`src/rtl/serial_pkg.sv`:
```
// Shared types for the serial link: shift direction and receiver FSM states.
package serial_pkg;

    typedef enum logic {
        MSB_FIRST = 1'b0,
        LSB_FIRST = 1'b1
    } shift_direction_t;

    typedef enum logic [1:0] {
        S_IDLE   = 2'd0,
        S_SHIFT  = 2'd1,
        S_PARITY = 2'd2
    } rx_state_t;

    // Bit counter width able to hold 0..n.
    function automatic int unsigned cnt_width(input int unsigned n);
        return $clog2(n + 1);
    endfunction

endpackage

```
`src/rtl/serial_shift_in.sv`:
```
// Shift register and bit counter for the serial receiver.
// Direction is latched on the first bit of a frame and held for the rest of it.
// word_c is the shifter's next value, so the caller can capture a word on the
// same edge that accepts its last bit.
module serial_shift_in
    import serial_pkg::*;
#(
    parameter  int unsigned N     = 4,
    localparam int unsigned CNT_W = cnt_width(N)
) (
    input  logic             clk,
    input  logic             rst,
    input  logic             en,
    input  logic             bit_in,
    input  shift_direction_t dir,
    output logic [N-1:0]     word_c,
    output logic [CNT_W-1:0] count
);

    logic [N-1:0]     sh_q, sh_d;
    logic [CNT_W-1:0] count_q, count_d;
    shift_direction_t dir_q, dir_d;
    shift_direction_t dir_eff;

    // Next shifter/counter state; the first bit of a frame uses the live direction
    always_comb begin
        sh_d    = sh_q;
        count_d = count_q;
        dir_d   = dir_q;
        dir_eff = (count_q == '0) ? dir : dir_q;
        if (en) begin
            if (count_q == '0) begin
                dir_d = dir;
            end
            if (dir_eff == MSB_FIRST) begin
                sh_d = {sh_q[N-2:0], bit_in};
            end else begin
                sh_d = {bit_in, sh_q[N-1:1]};
            end
            count_d = (count_q == CNT_W'(N - 1)) ? '0 : count_q + CNT_W'(1);
        end
    end

    // State registers
    always_ff @(posedge clk) begin
        if (rst) begin
            sh_q    <= '0;
            count_q <= '0;
            dir_q   <= MSB_FIRST;
        end else begin
            sh_q    <= sh_d;
            count_q <= count_d;
            dir_q   <= dir_d;
        end
    end

    assign word_c = sh_d;
    assign count  = count_q;

endmodule

```
`src/rtl/serial_to_parallel_receiver.sv`:
```
// Reassembles a serial bit stream into N-bit words on a valid/ready output.
// The shifter keeps collecting while a finished word waits for the consumer;
// a frame that completes into an occupied, unaccepted output is dropped and
// flagged by the sticky o_overrun.
// Optional feature macro: PARITY_CHECK_EN (adds a trailing even-parity bit
// per frame and drives o_parity_err; otherwise o_parity_err is tied low).
module serial_to_parallel_receiver
    import serial_pkg::*;
#(
    parameter int unsigned N = 4
) (
    input  logic             clk,
    input  logic             rst,
    input  logic             i_bit_valid,
    input  logic             i_bit,
    input  shift_direction_t direction,
    input  logic             i_ready,
    output logic [N-1:0]     o_data,
    output logic             o_valid,
    output logic             o_busy,
    output logic             o_overrun,
    output logic             o_parity_err
);

    localparam int unsigned CNT_W = cnt_width(N);

    rx_state_t        state_q, state_d;
    logic [N-1:0]     data_q, data_d;
    logic             valid_q, valid_d;
    logic             busy_q, busy_d;
    logic             overrun_q, overrun_d;
    logic             shift_en_c;
    logic             frame_done_c;
    logic [N-1:0]     word_c;
    logic [CNT_W-1:0] count;
`ifdef PARITY_CHECK_EN
    logic             perr_q, perr_d;
    logic             new_perr_c;
`endif

    // Data bits shift only outside the parity slot
    assign shift_en_c = i_bit_valid && (state_q != S_PARITY);

    serial_shift_in #(.N(N)) u_shift (
        .clk    (clk),
        .rst    (rst),
        .en     (shift_en_c),
        .bit_in (i_bit),
        .dir    (direction),
        .word_c (word_c),
        .count  (count)
    );

    // Frame FSM, output holding register, handshake and overrun
    always_comb begin
        state_d      = state_q;
        data_d       = data_q;
        valid_d      = valid_q;
        overrun_d    = overrun_q;
        frame_done_c = 1'b0;
`ifdef PARITY_CHECK_EN
        perr_d       = perr_q;
        new_perr_c   = 1'b0;
`endif
        case (state_q)
            S_IDLE: begin
                if (i_bit_valid) begin
                    state_d = S_SHIFT;
                end
            end
            S_SHIFT: begin
                if (i_bit_valid && (count == CNT_W'(N - 1))) begin
`ifdef PARITY_CHECK_EN
                    state_d = S_PARITY;
`else
                    state_d      = S_IDLE;
                    frame_done_c = 1'b1;
`endif
                end
            end
`ifdef PARITY_CHECK_EN
            S_PARITY: begin
                if (i_bit_valid) begin
                    state_d      = S_IDLE;
                    frame_done_c = 1'b1;
                    new_perr_c   = ^{word_c, i_bit};
                end
            end
`endif
            default: begin
                state_d = S_IDLE;
            end
        endcase

        if (valid_q && i_ready) begin
            valid_d = 1'b0;
        end
        if (frame_done_c) begin
            if (!valid_q || i_ready) begin
                data_d  = word_c;
                valid_d = 1'b1;
`ifdef PARITY_CHECK_EN
                perr_d  = new_perr_c;
`endif
            end else begin
                overrun_d = 1'b1;
            end
        end

        busy_d = (state_d != S_IDLE);
    end

    // Registers
    always_ff @(posedge clk) begin
        if (rst) begin
            state_q   <= S_IDLE;
            data_q    <= '0;
            valid_q   <= 1'b0;
            busy_q    <= 1'b0;
            overrun_q <= 1'b0;
`ifdef PARITY_CHECK_EN
            perr_q    <= 1'b0;
`endif
        end else begin
            state_q   <= state_d;
            data_q    <= data_d;
            valid_q   <= valid_d;
            busy_q    <= busy_d;
            overrun_q <= overrun_d;
`ifdef PARITY_CHECK_EN
            perr_q    <= perr_d;
`endif
        end
    end

    assign o_data    = data_q;
    assign o_valid   = valid_q;
    assign o_busy    = busy_q;
    assign o_overrun = overrun_q;
`ifdef PARITY_CHECK_EN
    assign o_parity_err = perr_q;
`else
    assign o_parity_err = 1'b0;
`endif

endmodule

```
`config.mk`:
```
export PLATFORM = sky130hd
export DESIGN_NAME = serial_to_parallel_receiver
export DESIGN_NICKNAME = d
export VERILOG_FILES = /design/src/rtl/serial_pkg.sv /design/src/rtl/serial_shift_in.sv /design/src/rtl/serial_to_parallel_receiver.sv
export SDC_FILE = /design/constraint.sdc
export NUM_CORES = 1
export LEC_CHECK = 0
export BUFFER_PORTS_ARGS = -buffer_cell sky130_fd_sc_hd__buf_2
export CORE_AREA = 2 2 39 41
export CTS_BUF_LIST = sky130_fd_sc_hd__clkbuf_4 sky130_fd_sc_hd__clkbuf_8
export DETAILED_ROUTE_END_ITERATION = 8
export DIE_AREA = 0 0 41 43
export HOLD_SLACK_MARGIN = 0.05
export PLACE_DENSITY = 0.79
export SLEW_MARGIN = 5
export SYNTH_ARGS = -nofsm -noshare
export SYNTH_HDL_FRONTEND = slang
export SYNTH_SLANG_ARGS = --single-unit
```
`constraint.sdc`:
```
create_clock -name clk -period 3.13 [get_ports clk]
set_input_delay 0.313 -clock clk [delete_from_list [all_inputs] [get_ports clk]]
set_output_delay 0.313 -clock clk [all_outputs]
set_load 0.01 [all_outputs]
```
# Yosys cells after proc, flatten, opt, wreduce, memory -nomap -nowiden

Cells that the tools add are included.

Bits in registers: 17
Latch bits: 0
Bits in writable memories: 0
Memory bits (read-only): 0
Bits of input ports: 6
Output and inout port bits: 8
Logic and storage cells: 35
Memories kept: 0

$add $sub $neg: 1
Multiply operators: 0
Divide/modulo/power cells: 0
Magnitude comparators: 0
Eq/ne operators: 3
Shift-type cells: 0
Mux-type cells: 12
Bitwise gates (word level): 1
Reductions and logical operators: 10

Operators by type and width:

| cell                                                             | number |
|---|---|
| 4-bit 2-to-1 mux                                                 | 2 |
| 1-bit 2-to-1 mux                                                 | 6 |
| 2-bit 2-to-1 mux                                                 | 2 |
| 2-bit one-hot mux with 2 select lines                            | 1 |
| 2-bit AND reduction                                              | 2 |
| 3-bit by 1-bit adder with 3-bit output (second input constant)   | 1 |
| 3-bit by 2-bit == test with 1-bit output (second input constant) | 1 |
| 1-bit logical AND                                                | 3 |
| 3-bit logical NOT                                                | 1 |
| 3-bit 2-to-1 mux                                                 | 1 |
| 2-bit by 1-bit == test with 1-bit output (second input constant) | 1 |
| 2-bit logical NOT                                                | 1 |
| 2-bit inequality test (second input constant)                    | 1 |
| 2-bit nonzero test                                               | 1 |
| 1-bit logical NOT                                                | 1 |
| 1-bit logical OR                                                 | 1 |
| 1-bit NOT                                                        | 1 |

# Longest topological paths before layout

Gate-level depths: netlist of run 1.

Depth after elaboration: 5
Mapped depth: 6
Depth with buffers taken out: 6

# Hierarchy

Synthesis of run 1 repeated with hierarchy kept, for this count alone.

Cells, all modules: 89
Area total of the unflattened synthesis: 875.8 um2

By module, submodules not included:

| module                      | times used | cells each | area each (um2) |
|---|---|---|---|
| serial_shift_in             | 1          | 50         | 490.5 |
| serial_to_parallel_receiver | 1          | 39         | 385.4 |

# Least setup slack after synthesis of run 1

No wires, ideal clock.

Path kind: reg2reg
Start: reg u_shift.count_q[0] (netlist: u_shift.count[0])
End: reg data_q[3] (netlist: o_data[3])
Library setup time: 135 ps
Arrival: 1331 ps
Slack: 1664 ps
Stages on the path, launching flop included: 7
Buffers on the path: 0
Cell sequence: dfxtp_1 inv_1 ha_1 nor2b_2 mux2i_4 mux2i_1 a211oi_1

Longest elaborated chain between the ends: 5
Elaborated cells on any way between the ends: 9
Those cells by class: 1 x eq/ne; 5 x mux; 3 x reduce/logical

RTL lines:

| item                                     | RTL line                           | source |
|---|---|---|
| start: declaration                       | serial_shift_in.sv:21              | `logic [CNT_W-1:0] count_q, count_d;` |
| start signal: assignment                 | serial_shift_in.sv:52              | `count_q <= count_d;` |
| 3-bit by 2-bit == test with 1-bit output | serial_to_parallel_receiver.sv:72  | `if (i_bit_valid && (count == CNT_W'(N - 1))) begin` |
| 1-bit logical AND                        | serial_to_parallel_receiver.sv:72  |  |
| 1-bit 2-to-1 mux                         | serial_to_parallel_receiver.sv:72  |  |
| 1-bit 2-to-1 mux                         | serial_to_parallel_receiver.sv:65  | `case (state_q)` |
| 2-bit AND reduction (no line)            | --                                 |  |
| end signal: assignment                   | serial_to_parallel_receiver.sv:126 | `data_q <= data_d;` |
| end: declaration                         | serial_to_parallel_receiver.sv:28  | `logic [N-1:0] data_q, data_d;` |

Parallel ways exist; a longest one is shown, timed or not.
A chain may end at the register's enable or synchronous reset.

# Worst setup path in the final report of run 1

Start: reg u_shift.count_q[0] (netlist: u_shift.count[0])
End: reg u_shift.sh_q[0]

Longest elaborated chain between the ends: 4

RTL lines:

| item                   | RTL line              | source |
|---|---|---|
| 3-bit logical NOT      | serial_shift_in.sv:30 | `dir_eff = (count_q == '0) ? dir : dir_q;` |
| 1-bit 2-to-1 mux       | --                    |  |
| 4-bit 2-to-1 mux       | serial_shift_in.sv:35 | `if (dir_eff == MSB_FIRST) begin` |
| 4-bit 2-to-1 mux       | serial_shift_in.sv:31 | `if (en) begin` |
| end signal: assignment | serial_shift_in.sv:47 | `sh_q <= '0;` |
| end signal: assignment | serial_shift_in.sv:51 | `sh_q <= sh_d;` |
| end: declaration       | serial_shift_in.sv:20 | `logic [N-1:0] sh_q, sh_d;` |

No other way between the ends.

==> impl_metrics.py, run 1 <==
metrics = {
    "setup_path": {
        "max_stage_delay_ns": 0.34,
        "crit_path_max_fanout": 4,
        "arrival_ns": 1.78,
        "ff2ff_setup_slack_ns": 1.53,
        "r2r_start": "u_shift.count[0]$_SDFFE_PP0P_",
        "crit_path_end_kind": "flip-flop",
        "endpoint": "u_shift.sh_q[0]$_SDFF_PP0_",
        "rr_endpoint": "u_shift.sh_q[0]$_SDFF_PP0_",
        "critPathLaunch": "u_shift.count[0]$_SDFFE_PP0P_",
        "rr_worst_depth": 6,
        "cp.required_ns": 3.30,
        "critical_path.cell_chain": "inv_1 > ha_1 > nor2b_2 > mux2i_4 > mux2i_1 > a211oi_1",
        "crit_type": "reg2reg",
        "critical-path-slowest-cell": "dfxtp_1",
        "start_kind": "flip-flop",
    },
    "finish": {
        "area_growth_pct": 13.0,
        "final_util_pct": 59.8,
        "stdcell_count": 104,
        "fin_nets": 97,
        "n_antenna_cell": 0,
        "drive_above_1_share_pct": 23.9,
    },
    "timing": {
        "rsz0062_at_grt": "no",
        "min_period_ns": 1.60,
        "fin_tns_setup_ns": 0,
        "timing.fmax_mhz": 624,
        "fin_hold_ws_ns": 0.317,
        "setup_viol": 0,
        "skew_ns": 0.00354,
        "finalHoldViolations": 0,
        "fin_crit_sh_pct": 51.2,
        "fin_ws_ns": 1.53,
        "drv_slew": 0,
    },
    "place": {
        "dpl.cell_count": 100,
        "place_congestion": 0.693,
        "dp_hpwl_um": 904,
        "place_ws_ns": 1.53,
        "port_buffers": 12,
    },
    "die": {
        "rows": 14,
        "die_area_mm2": 0.00176,
        "core_area_mm2": 0.00138,
        "io_pins": 14,
        "initial_core_util_pct": 52.9,
        "fp.dieW_um": 41,
        "die-height_um": 43,
    },
    "clocking": {
        "postCtsSetupBuffers": 0,
        "clock_tree.buffer_depth": 2,
        "htree_num_levels": 1,
        "clock_latency_ns": 0.29,
        "cts.clk_slew.worst_paths_ns": 0.09,
        "cts_tree": "yes",
        "cts_buffers": 3,
        "cts_resized": 0,
        "cts.sinks": 17,
        "root_buffer": "clkbuf_4",
        "hold_buffers": 0,
    },
    "synth": {
        "ys_warn_count": 0,
        "syn_inst": 74,
        "ys_ff_latch": 17,
        "postSynthAreaPerCell_um2": 9.89,
        "yosysSeqAreaShare_pct": 46.5,
        "ys_types": 20,
        "synth_area_um2": 732,
    },
    "global_route": {
        "grt_usage_pct": 17.5,
        "grt_pass1_vias": 514,
        "grt_overflow": 0,
        "grt_pass1_wl_um": 2050,
        "antenna_found_initial": 0,
        "grt_max_degree": 16,
    },
    "outcome": {
        "status": "finished, final reports clean",
    },
    "routing": {
        "num_vias": 542,
        "ant_nets": 0,
        "firstDrtPassIters": 4,
        "routedWlPerCell_um": 11.8,
        "viasPerCell": 5.21,
        "routed_wl_um": 1220,
        "drc_errors": 0,
        "drtIter0Drc": 8,
    },
    "worst_hold_path": {
        "hold_path_depth": 3,
        "hold_class": "in2reg",
    },
    "power": {
        "peakVddDrop_mv": 0.344,
        "power.leakage_uw": 0.000414,
        "power_density_mw_per_mm2": 474,
    },
    "flow_run": {
        "cap_viol_max_count": 0,
    },
}
[worst min path at each step]
stage,slack [ns],to,start
4_1_cts,0.31,u_shift.dir_q$_SDFFE_PP0P_,direction
2_1_floorplan,0.39,o_data[0]$_SDFFE_PP0P_,rst
3_3_place_gp,0.44,o_overrun$_SDFFE_PP0P_,o_overrun$_SDFFE_PP0P_
3_5_place_dp,0.48,o_overrun$_SDFFE_PP0P_,o_overrun$_SDFFE_PP0P_
6_report,0.32,u_shift.dir_q$_SDFFE_PP0P_,direction
5_1_grt,0.32,u_shift.dir_q$_SDFFE_PP0P_,direction
[logic make-up (layout without fill, tap and decap cells)]
kind of cell / after synthesis / in the layout / synth area share [%]
flip-flops: 17 / 17 / 46.5
AND/OR/NAND/NOR: 27 / 27 / 21.4
multiplexers: 6 / 6 / 9.91
other: 1 / 2 / 0.512
AO/OA/AOI/OAI: 16 / 16 / 15.0
buffers and inverters: 5 / 18 / 3.25
adder cells (fa/ha/maj): 2 / 2 / 3.42
[sequential cells by signal, indices dropped and copies added, names as in the netlist]
register       count
u_shift.sh_q       4
o_busy             1
o_overrun          1
state_q            2
o_valid            1
u_shift.dir_q      1
u_shift.count      3
o_data             4
[stage by stage]
stage	total power, uW	instance area [um2]
floorplan	270	736
global placement	279	800
detailed placement	281	800
CTS	397	827
global route	414	827
finish	392	827
[layout make-up]
cell class / instances / area [um2]
Sequential cell: 17 / 340
Fill cell: 130 / 557
Clock buffer: 3 / 22.5
Timing Repair Buffer: 12 / 60.1
Inverter: 2 / 7.51
Tap cell: 16 / 20.0
Clock inverter: 1 / 5.00
Multi-Input combinational cell: 53 / 372
[per-layer routing]
layer	track usage [%]	part of all wire (%)
met3	4.71	3.7
met1	20.9	43
met4	10.0	1.4
met2	26.9	52
met5	0	0
[synthesized netlist by cell type]
library cell	number	area share (%)
dfxtp_1	17	46
nor2_1	17	8.7
a211oi_1	8	8.2
a21oi_1	6	4.1
mux2i_1	5	6.8
nor2b_1	3	2.6
ha_1	2	3.4
inv_1	2	1.0
nand2b_1	2	1.7
o211a_1	2	2.7
and2_2	1	1.0
buf_2	1	0.68
buf_4	1	1.0
clkbuf_1	1	0.51
conb_1	1	0.51
mux2i_4	1	3.1
nand3_1	1	0.68
nand4b_4	1	3.2
nor2b_2	1	1.2
nor3_4	1	2.2
[power breakdown]
part / total (uW) / internal (uW) / switching (uW)
registers: 231 / 224 / 6.45
clock network: 116 / 47.5 / 68.2
logic: 45.1 / 20.6 / 24.6
[cell usage in the layout, fill, tap and decap left out, drive strengths merged]
master | Yosys | routed
clkinv | 0 | 1
inv | 2 | 2
and2 | 1 | 1
nor2b | 4 | 4
nand4b | 1 | 1
o211a | 2 | 2
nor2 | 17 | 17
conb | 1 | 2
mux2i | 6 | 6
nand2b | 2 | 2
ha | 2 | 2
clkbuf | 1 | 3
nand3 | 1 | 1
nor3 | 1 | 1
dfxtp | 17 | 17
buf | 2 | 12
a21oi | 6 | 6
a211oi | 8 | 8
[critical path: cells and delay by family (launching register included)]
family | cells | cell delay [ns]
flip-flops | 1 | 0.34
buffers and inverters | 1 | 0.08
AO/OA/AOI/OAI | 1 | 0.11
multiplexers | 2 | 0.63
adder cells (fa/ha/maj) | 1 | 0.13
AND/OR/NAND/NOR | 1 | 0.21
No activity file was read; power rests on OpenSTA's default activity.
==> run 2, diff against run 1 <==
--- a/config.mk
+++ b/config.mk
@@ -6,12 +6,12 @@
 export NUM_CORES = 1
 export LEC_CHECK = 0
 export BUFFER_PORTS_ARGS = -buffer_cell sky130_fd_sc_hd__buf_2
-export CORE_AREA = 2 2 39 41
+export CORE_MARGIN = 2
+export CORE_UTILIZATION = 50
 export CTS_BUF_LIST = sky130_fd_sc_hd__clkbuf_4 sky130_fd_sc_hd__clkbuf_8
 export DETAILED_ROUTE_END_ITERATION = 8
-export DIE_AREA = 0 0 41 43
 export HOLD_SLACK_MARGIN = 0.05
-export PLACE_DENSITY = 0.79
+export PLACE_DENSITY = 0.76
 export SLEW_MARGIN = 5
 export SYNTH_ARGS = -nofsm -noshare
 export SYNTH_HDL_FRONTEND = slang
==> constraint.sdc (replaced) <==
create_clock -name clk -period 1.4 [get_ports clk]
set_input_delay 0.14 -clock clk [delete_from_list [all_inputs] [get_ports clk]]
set_output_delay 0.14 -clock clk [all_outputs]
set_load 0.01 [all_outputs]
==> run 2 against run 1 <==
Against the previous run:
- the flow now finishes with violations (setup timing)
- global-route usage decreased by 0.088 points
- wire length increased by 11%
- critical path depth unchanged
- clock power increased by 120%
- total power increased by 130%
- hold slack got worse by 0.17 ns
- clock-buffer cell count unchanged
- combinational power increased to 2.5 times the previous value
- clock skew decreased by 0.0013 ns
==> impl_metrics.py, run 2 (same netlist as run 1, synthesis figures left out) <==
metrics = {
    "routing": {
        "viasPerCell": 5.25,
        "routedWlPerCell_um": 12.7,
        "drc_errors": 0,
        "firstDrtPassIters": 4,
        "num_vias": 562,
        "routed_wl_um": 1360,
        "ant_nets": 0,
        "drtIter0Drc": 2,
    },
    "worst_hold_path": {
        "hold_class": "in2reg",
        "hold_path_depth": 3,
        "min_to": "u_shift.dir_q$_SDFFE_PP0P_",
        "hold_start": "direction",
    },
    "timing": {
        "min_period_ns": 1.54,
        "timing.fmax_mhz": 649,
        "skew_ns": 0.00219,
        "fin_ws_ns": -0.141,
        "fin_tns_setup_ns": -1.02,
        "setup_viol": 8,
        "drv_slew": 0,
        "fin_crit_sh_pct": 110,
        "rsz0062_at_grt": "yes",
        "finalHoldViolations": 0,
    },
    "setup_path": {
        "crit_path_end_kind": "flip-flop",
        "arrival_ns": 1.72,
        "start_kind": "flip-flop",
        "crit_buf_inv": 1,
        "crit_type": "reg2reg",
        "rr_worst_depth": 6,
        "r2r_start": "u_shift.count[1]$_SDFFE_PP0P_",
        "max_stage_delay_ns": 0.34,
        "critical_path.cell_chain": "inv_2 > ha_4 > nor2b_4 > mux2i_4 > mux2i_2 > a211oi_1",
        "cp.required_ns": 1.58,
        "ff2ff_setup_slack_ns": -0.14,
        "rr_endpoint": "u_shift.sh_q[2]$_SDFF_PP0_",
        "crit_family": "multiplexers",
        "crit_path_max_fanout": 4,
        "critical-path-slowest-cell": "dfxtp_2",
    },
    "finish": {
        "layout_commonest_cell": "nor2_1",
        "seq_area_um2": 343,
        "fin_nets": 101,
        "multi_input_area_um2": 393,
        "drive_above_1_share_pct": 33.7,
        "fill_cells": 113,
        "final_cell_mix": "nor2_1 (17), dfxtp_1 (15), buf_2 (12), a211oi_1 (8), a21oi_1 (6)",
        "area_growth_pct": 20.2,
        "n_antenna_cell": 0,
    },
    "die": {
        "die_area_mm2": 0.00179,
        "io_pins": 14,
        "rows": 13,
        "core_area_mm2": 0.00133,
        "initial_core_util_pct": 54.9,
        "fp.dieW_um": 42.3,
        "die-height_um": 42.3,
    },
    "clocking": {
        "cts.clk_slew.worst_paths_ns": 0.10,
        "cts.sinks": 17,
        "cts_tree": "yes",
        "htree_num_levels": 1,
        "clock_tree.buffer_depth": 2,
        "cts_buffers": 3,
        "root_buffer": "clkbuf_4",
        "clock_latency_ns": 0.29,
        "hold_buffers": 0,
    },
    "power": {
        "peakVddDrop_mv": 0.673,
        "power.leakage_uw": 0.000439,
        "power_density_mw_per_mm2": 1020,
    },
    "global_route": {
        "grt_pass1_wl_um": 2330,
        "grt_pass1_vias": 522,
        "grt_usage_pct": 17.5,
        "grt_max_degree": 16,
        "grt_overflow": 0,
        "antenna_found_initial": 0,
    },
    "outcome": {
        "status": "complete, but fails checks",
        "violations": "setup timing",
    },
    "flow_run": {
        "cap_viol_max_count": 0,
    },
    "place": {
        "place_ws_ns": -0.113,
        "dp_hpwl_um": 951,
        "port_buffers": 12,
        "place_congestion": 0.720,
    },
}
==> run 2: worst reg2reg max path: stages, from the launching register on <==
cell and delay [ns]:
dfxtp_2 0.34, inv_2 0.07, ha_4 0.12, nor2b_4 0.16, mux2i_4 0.33, mux2i_2 0.30
a211oi_1 0.10
==> run 2: how the worst max path moves through the flow <==
| stage | from | to | slack (ns) | cells after the start |
|---|---|---|---|---|
| CTS | u_shift.count[1]$_SDFFE_PP0P_ | u_shift.sh_q[0]$_SDFF_PP0_ | -0.12 | 6 |
| floorplan | u_shift.count[1]$_SDFFE_PP0P_ | u_shift.sh_q[0]$_SDFF_PP0_ | -0.0005 | 6 |
| global placement | u_shift.count[1]$_SDFFE_PP0P_ | o_data[2]$_SDFFE_PP0P_ | -0.1 | 6 |
| finish | u_shift.count[1]$_SDFFE_PP0P_ | u_shift.sh_q[2]$_SDFF_PP0_ | -0.14 | 6 |
| detailed placement | u_shift.count[1]$_SDFFE_PP0P_ | o_data[2]$_SDFFE_PP0P_ | -0.11 | 6 |
| global route | u_shift.count[0]$_SDFFE_PP0P_ | o_data[1]$_SDFFE_PP0P_ | -0.22 | 6 |
==> run 2: what timing repair did <==
item                       CTS  global route
resized for setup            1             0
cloned                       0             0
setup endpoints to repair    8             8
pin swaps                    4             2
buffers inserted             1             1
==> run 2: layer usage <==
metal  global-route usage (%)  routed length (um)  vias up
met3                     3.02                  40        4
met2                     27.4                 636       11
met1                     21.9                 644      255
met4                     11.3                  34        0
met5                        0                   0        -
li1                         -                   -      292
==> run 2: final cells by class <==
cell class | instances | share of cell area (%)
clock buffer | 3 | 2.56
timing repair buffer | 16 | 10.2
clock inverter | 1 | 0.569
tap | 15 | 2.13
inverter | 2 | 0.853
sequential | 17 | 39.0
multi-input combinational | 53 | 44.7
==> run 2: metrics by stage <==
stage	hold slack (ns)	utilization, %	cell area, um2	instances	power, uW
after global placement	0.433	62.5	833	101	634
final	0.147	65.9	880	107	893
after CTS	0.142	65.4	872	106	902
after global routing	0.145	65.9	880	107	950
after floorplan	0.213	-	756	75	610
after detailed placement	0.450	62.5	833	101	636
==> run 2: report_power, final <==
group | switching, uW | internal (uW) | total [uW]
logic | 59.2 | 56.0 | 115
clock network | 152 | 106 | 259
registers | 16.3 | 503 | 519
==> run 3, diff against run 2 <==
--- a/config.mk
+++ b/config.mk
@@ -8,7 +8,7 @@
 export BUFFER_PORTS_ARGS = -buffer_cell sky130_fd_sc_hd__buf_2
 export CORE_MARGIN = 2
 export CORE_UTILIZATION = 50
-export CTS_BUF_LIST = sky130_fd_sc_hd__clkbuf_4 sky130_fd_sc_hd__clkbuf_8
+export CTS_BUF_LIST = sky130_fd_sc_hd__clkbuf_8
 export DETAILED_ROUTE_END_ITERATION = 8
 export HOLD_SLACK_MARGIN = 0.05
 export PLACE_DENSITY = 0.76
==> run 3 against run 2 <==
Against the previous run:
- the flow still finishes with violations (setup timing)
- global-route usage increased by 0.36 points
- sequential share of layout area shrank 2.3 points
- core utilization grew 4.2 points
- combinational power barely moved
- critical endpoint unchanged
- die area unchanged
- flip-flop and latch count unchanged
- design area rose by 6.4%
- maximum frequency rose by 0.33%
- hold slack gained 0.039 ns
==> impl_metrics.py, run 3 (same netlist as run 1, synthesis figures left out) <==
metrics = {
    "clocking": {
        "htree_num_levels": 1,
        "cts.clk_slew.worst_paths_ns": 0.06,
        "cts_buffers": 3,
        "root_buffer": "clkbuf_8",
        "cts.sinks": 17,
        "clock_latency_ns": 0.25,
        "cts_tree": "yes",
        "clock_tree.buffer_depth": 2,
    },
    "place": {
        "placed_cell_area_um2": 833,
        "port_buffers": 12,
        "dpl.cell_count": 101,
        "dp_hpwl_um": 951,
        "place_congestion": 0.720,
    },
    "die": {
        "fp.dieW_um": 42.3,
        "initial_core_util_pct": 54.9,
        "rows": 13,
        "die-height_um": 42.3,
        "die_area_mm2": 0.00179,
        "core_area_mm2": 0.00133,
        "io_pins": 14,
    },
    "routing": {
        "ant_nets": 0,
        "routedWlPerCell_um": 12.7,
        "num_vias": 582,
        "routed_wl_um": 1430,
        "viasPerCell": 5.20,
        "drtIter0Drc": 10,
        "firstDrtPassIters": 4,
        "drc_errors": 0,
    },
    "global_route": {
        "grt_pass1_vias": 518,
        "grt_max_degree": 16,
        "grt_overflow": 0,
        "grt_pass1_wl_um": 2380,
        "grt_usage_pct": 17.8,
        "antenna_found_initial": 0,
    },
    "finish": {
        "final_cell_mix": "nor2_1 (17), dfxtp_1 (15), buf_2 (12), buf_4 (9), a211oi_1 (8)",
        "fill_cells": 101,
        "multi_input_area_um2": 393,
        "drive_above_1_share_pct": 37.1,
        "stdcell_count": 112,
        "seq_area_um2": 343,
        "area_growth_pct": 27.9,
        "fin_nets": 106,
        "final_cell_area_um2": 936,
        "n_antenna_cell": 0,
        "layout_commonest_cell": "nor2_1",
    },
    "setup_path": {
        "crit_type": "reg2reg",
        "arrival_ns": 1.67,
        "crit_path_max_fanout": 4,
        "rr_endpoint": "u_shift.sh_q[2]$_SDFF_PP0_",
        "ff2ff_setup_slack_ns": -0.14,
        "crit_path_end_kind": "flip-flop",
        "rr_worst_depth": 6,
        "start_kind": "flip-flop",
        "cp.required_ns": 1.53,
        "r2r_start": "u_shift.count[1]$_SDFFE_PP0P_",
    },
    "timing": {
        "fin_crit_sh_pct": 110,
        "fin_ws_ns": -0.136,
        "rsz0062_at_grt": "yes",
        "setup_viol": 8,
        "min_period_ns": 1.54,
        "timing.fmax_mhz": 651,
        "skew_ns": 0.000540,
        "drv_slew": 0,
        "finalHoldViolations": 0,
    },
    "outcome": {
        "status": "complete, but fails checks",
        "violations": "setup timing",
    },
    "power": {
        "power.leakage_uw": 0.000474,
        "power_density_mw_per_mm2": 1060,
        "peakVddDrop_mv": 0.823,
        "p_total_uw": 994,
    },
    "worst_hold_path": {
        "hold_path_depth": 3,
        "min_to": "u_shift.dir_q$_SDFFE_PP0P_",
        "hold_class": "in2reg",
        "hold_start": "direction",
    },
    "flow_run": {
        "cap_viol_max_count": 0,
    },
}
==> run 3: changes by cell type in the layout (fill, tap and decap cells not counted) <==
cell / change
clkbuf_8: +3
clkbuf_4: -3
buf_4: +5
==> run 3: critical path, stage by stage (launching register included) <==
cell and delay [ns]:
dfxtp_2 0.33, inv_2 0.07, ha_4 0.12, nor2b_4 0.16
mux2i_4 0.33, mux2i_2 0.30, a211oi_1 0.10
==> run 3: final cells by class <==
class | instances | area share (%)
Multi-Input combinational cell | 53 | 42.0
Timing Repair Buffer | 21 | 13.6
Clock buffer | 3 | 4.41
Inverter | 2 | 0.802
Clock inverter | 1 | 0.535
Tap cell | 15 | 2.01
Sequential cell | 17 | 36.6
==> run 3: per-stage QoR <==
step	setup TNS, ns	utilization [%]	hold WS, ns	setup slack, ns
after floorplan	-0.00196	-	0.213	-0.000461
after CTS	-0.874	67.4	0.189	-0.120
after detailed placement	-0.792	62.5	0.450	-0.113
after global routing	-1.68	70.2	0.200	-0.248
after global placement	-0.624	62.5	0.433	-0.0998
final	-0.994	70.2	0.185	-0.136
==> run 3: worst max-delay path by stage <==
stage | start | end | slack, ns | cells past startpoint
floorplan | u_shift.count[1]$_SDFFE_PP0P_ | u_shift.sh_q[0]$_SDFF_PP0_ | -0.0005 | 6
finish | u_shift.count[1]$_SDFFE_PP0P_ | u_shift.sh_q[2]$_SDFF_PP0_ | -0.14 | 6
detailed placement | u_shift.count[1]$_SDFFE_PP0P_ | o_data[2]$_SDFFE_PP0P_ | -0.11 | 6
global route | u_shift.count[1]$_SDFFE_PP0P_ | o_data[0]$_SDFFE_PP0P_ | -0.25 | 7
global placement | u_shift.count[1]$_SDFFE_PP0P_ | o_data[2]$_SDFFE_PP0P_ | -0.1 | 6
CTS | u_shift.count[1]$_SDFFE_PP0P_ | o_data[0]$_SDFFE_PP0P_ | -0.12 | 6
==> run 3: layer usage <==
layer / vias up / track usage [%] / wire, um
met5: - / 0 / 0
met2: 12 / 28.0 / 691
li1: 299 / - / -
met1: 267 / 22.4 / 653
met4: 0 / 9.38 / 35
met3: 4 / 4.31 / 44
==> run 3: power by group <==
| part | internal, uW | switching (uW) |
|---|---|---|
| clock | 197 | 160 |
| combinational | 57.3 | 59.9 |
| sequential | 503 | 16.3 |
==> run 3: repair_timing <==
action                                  4_1_cts  5_1_grt
endpoints found under the setup margin        8       10
cloned                                        0        0
setup buffers                                 2        5
resized for setup                             1        0
hold buffers                                  0        0
pin swaps                                     5        3
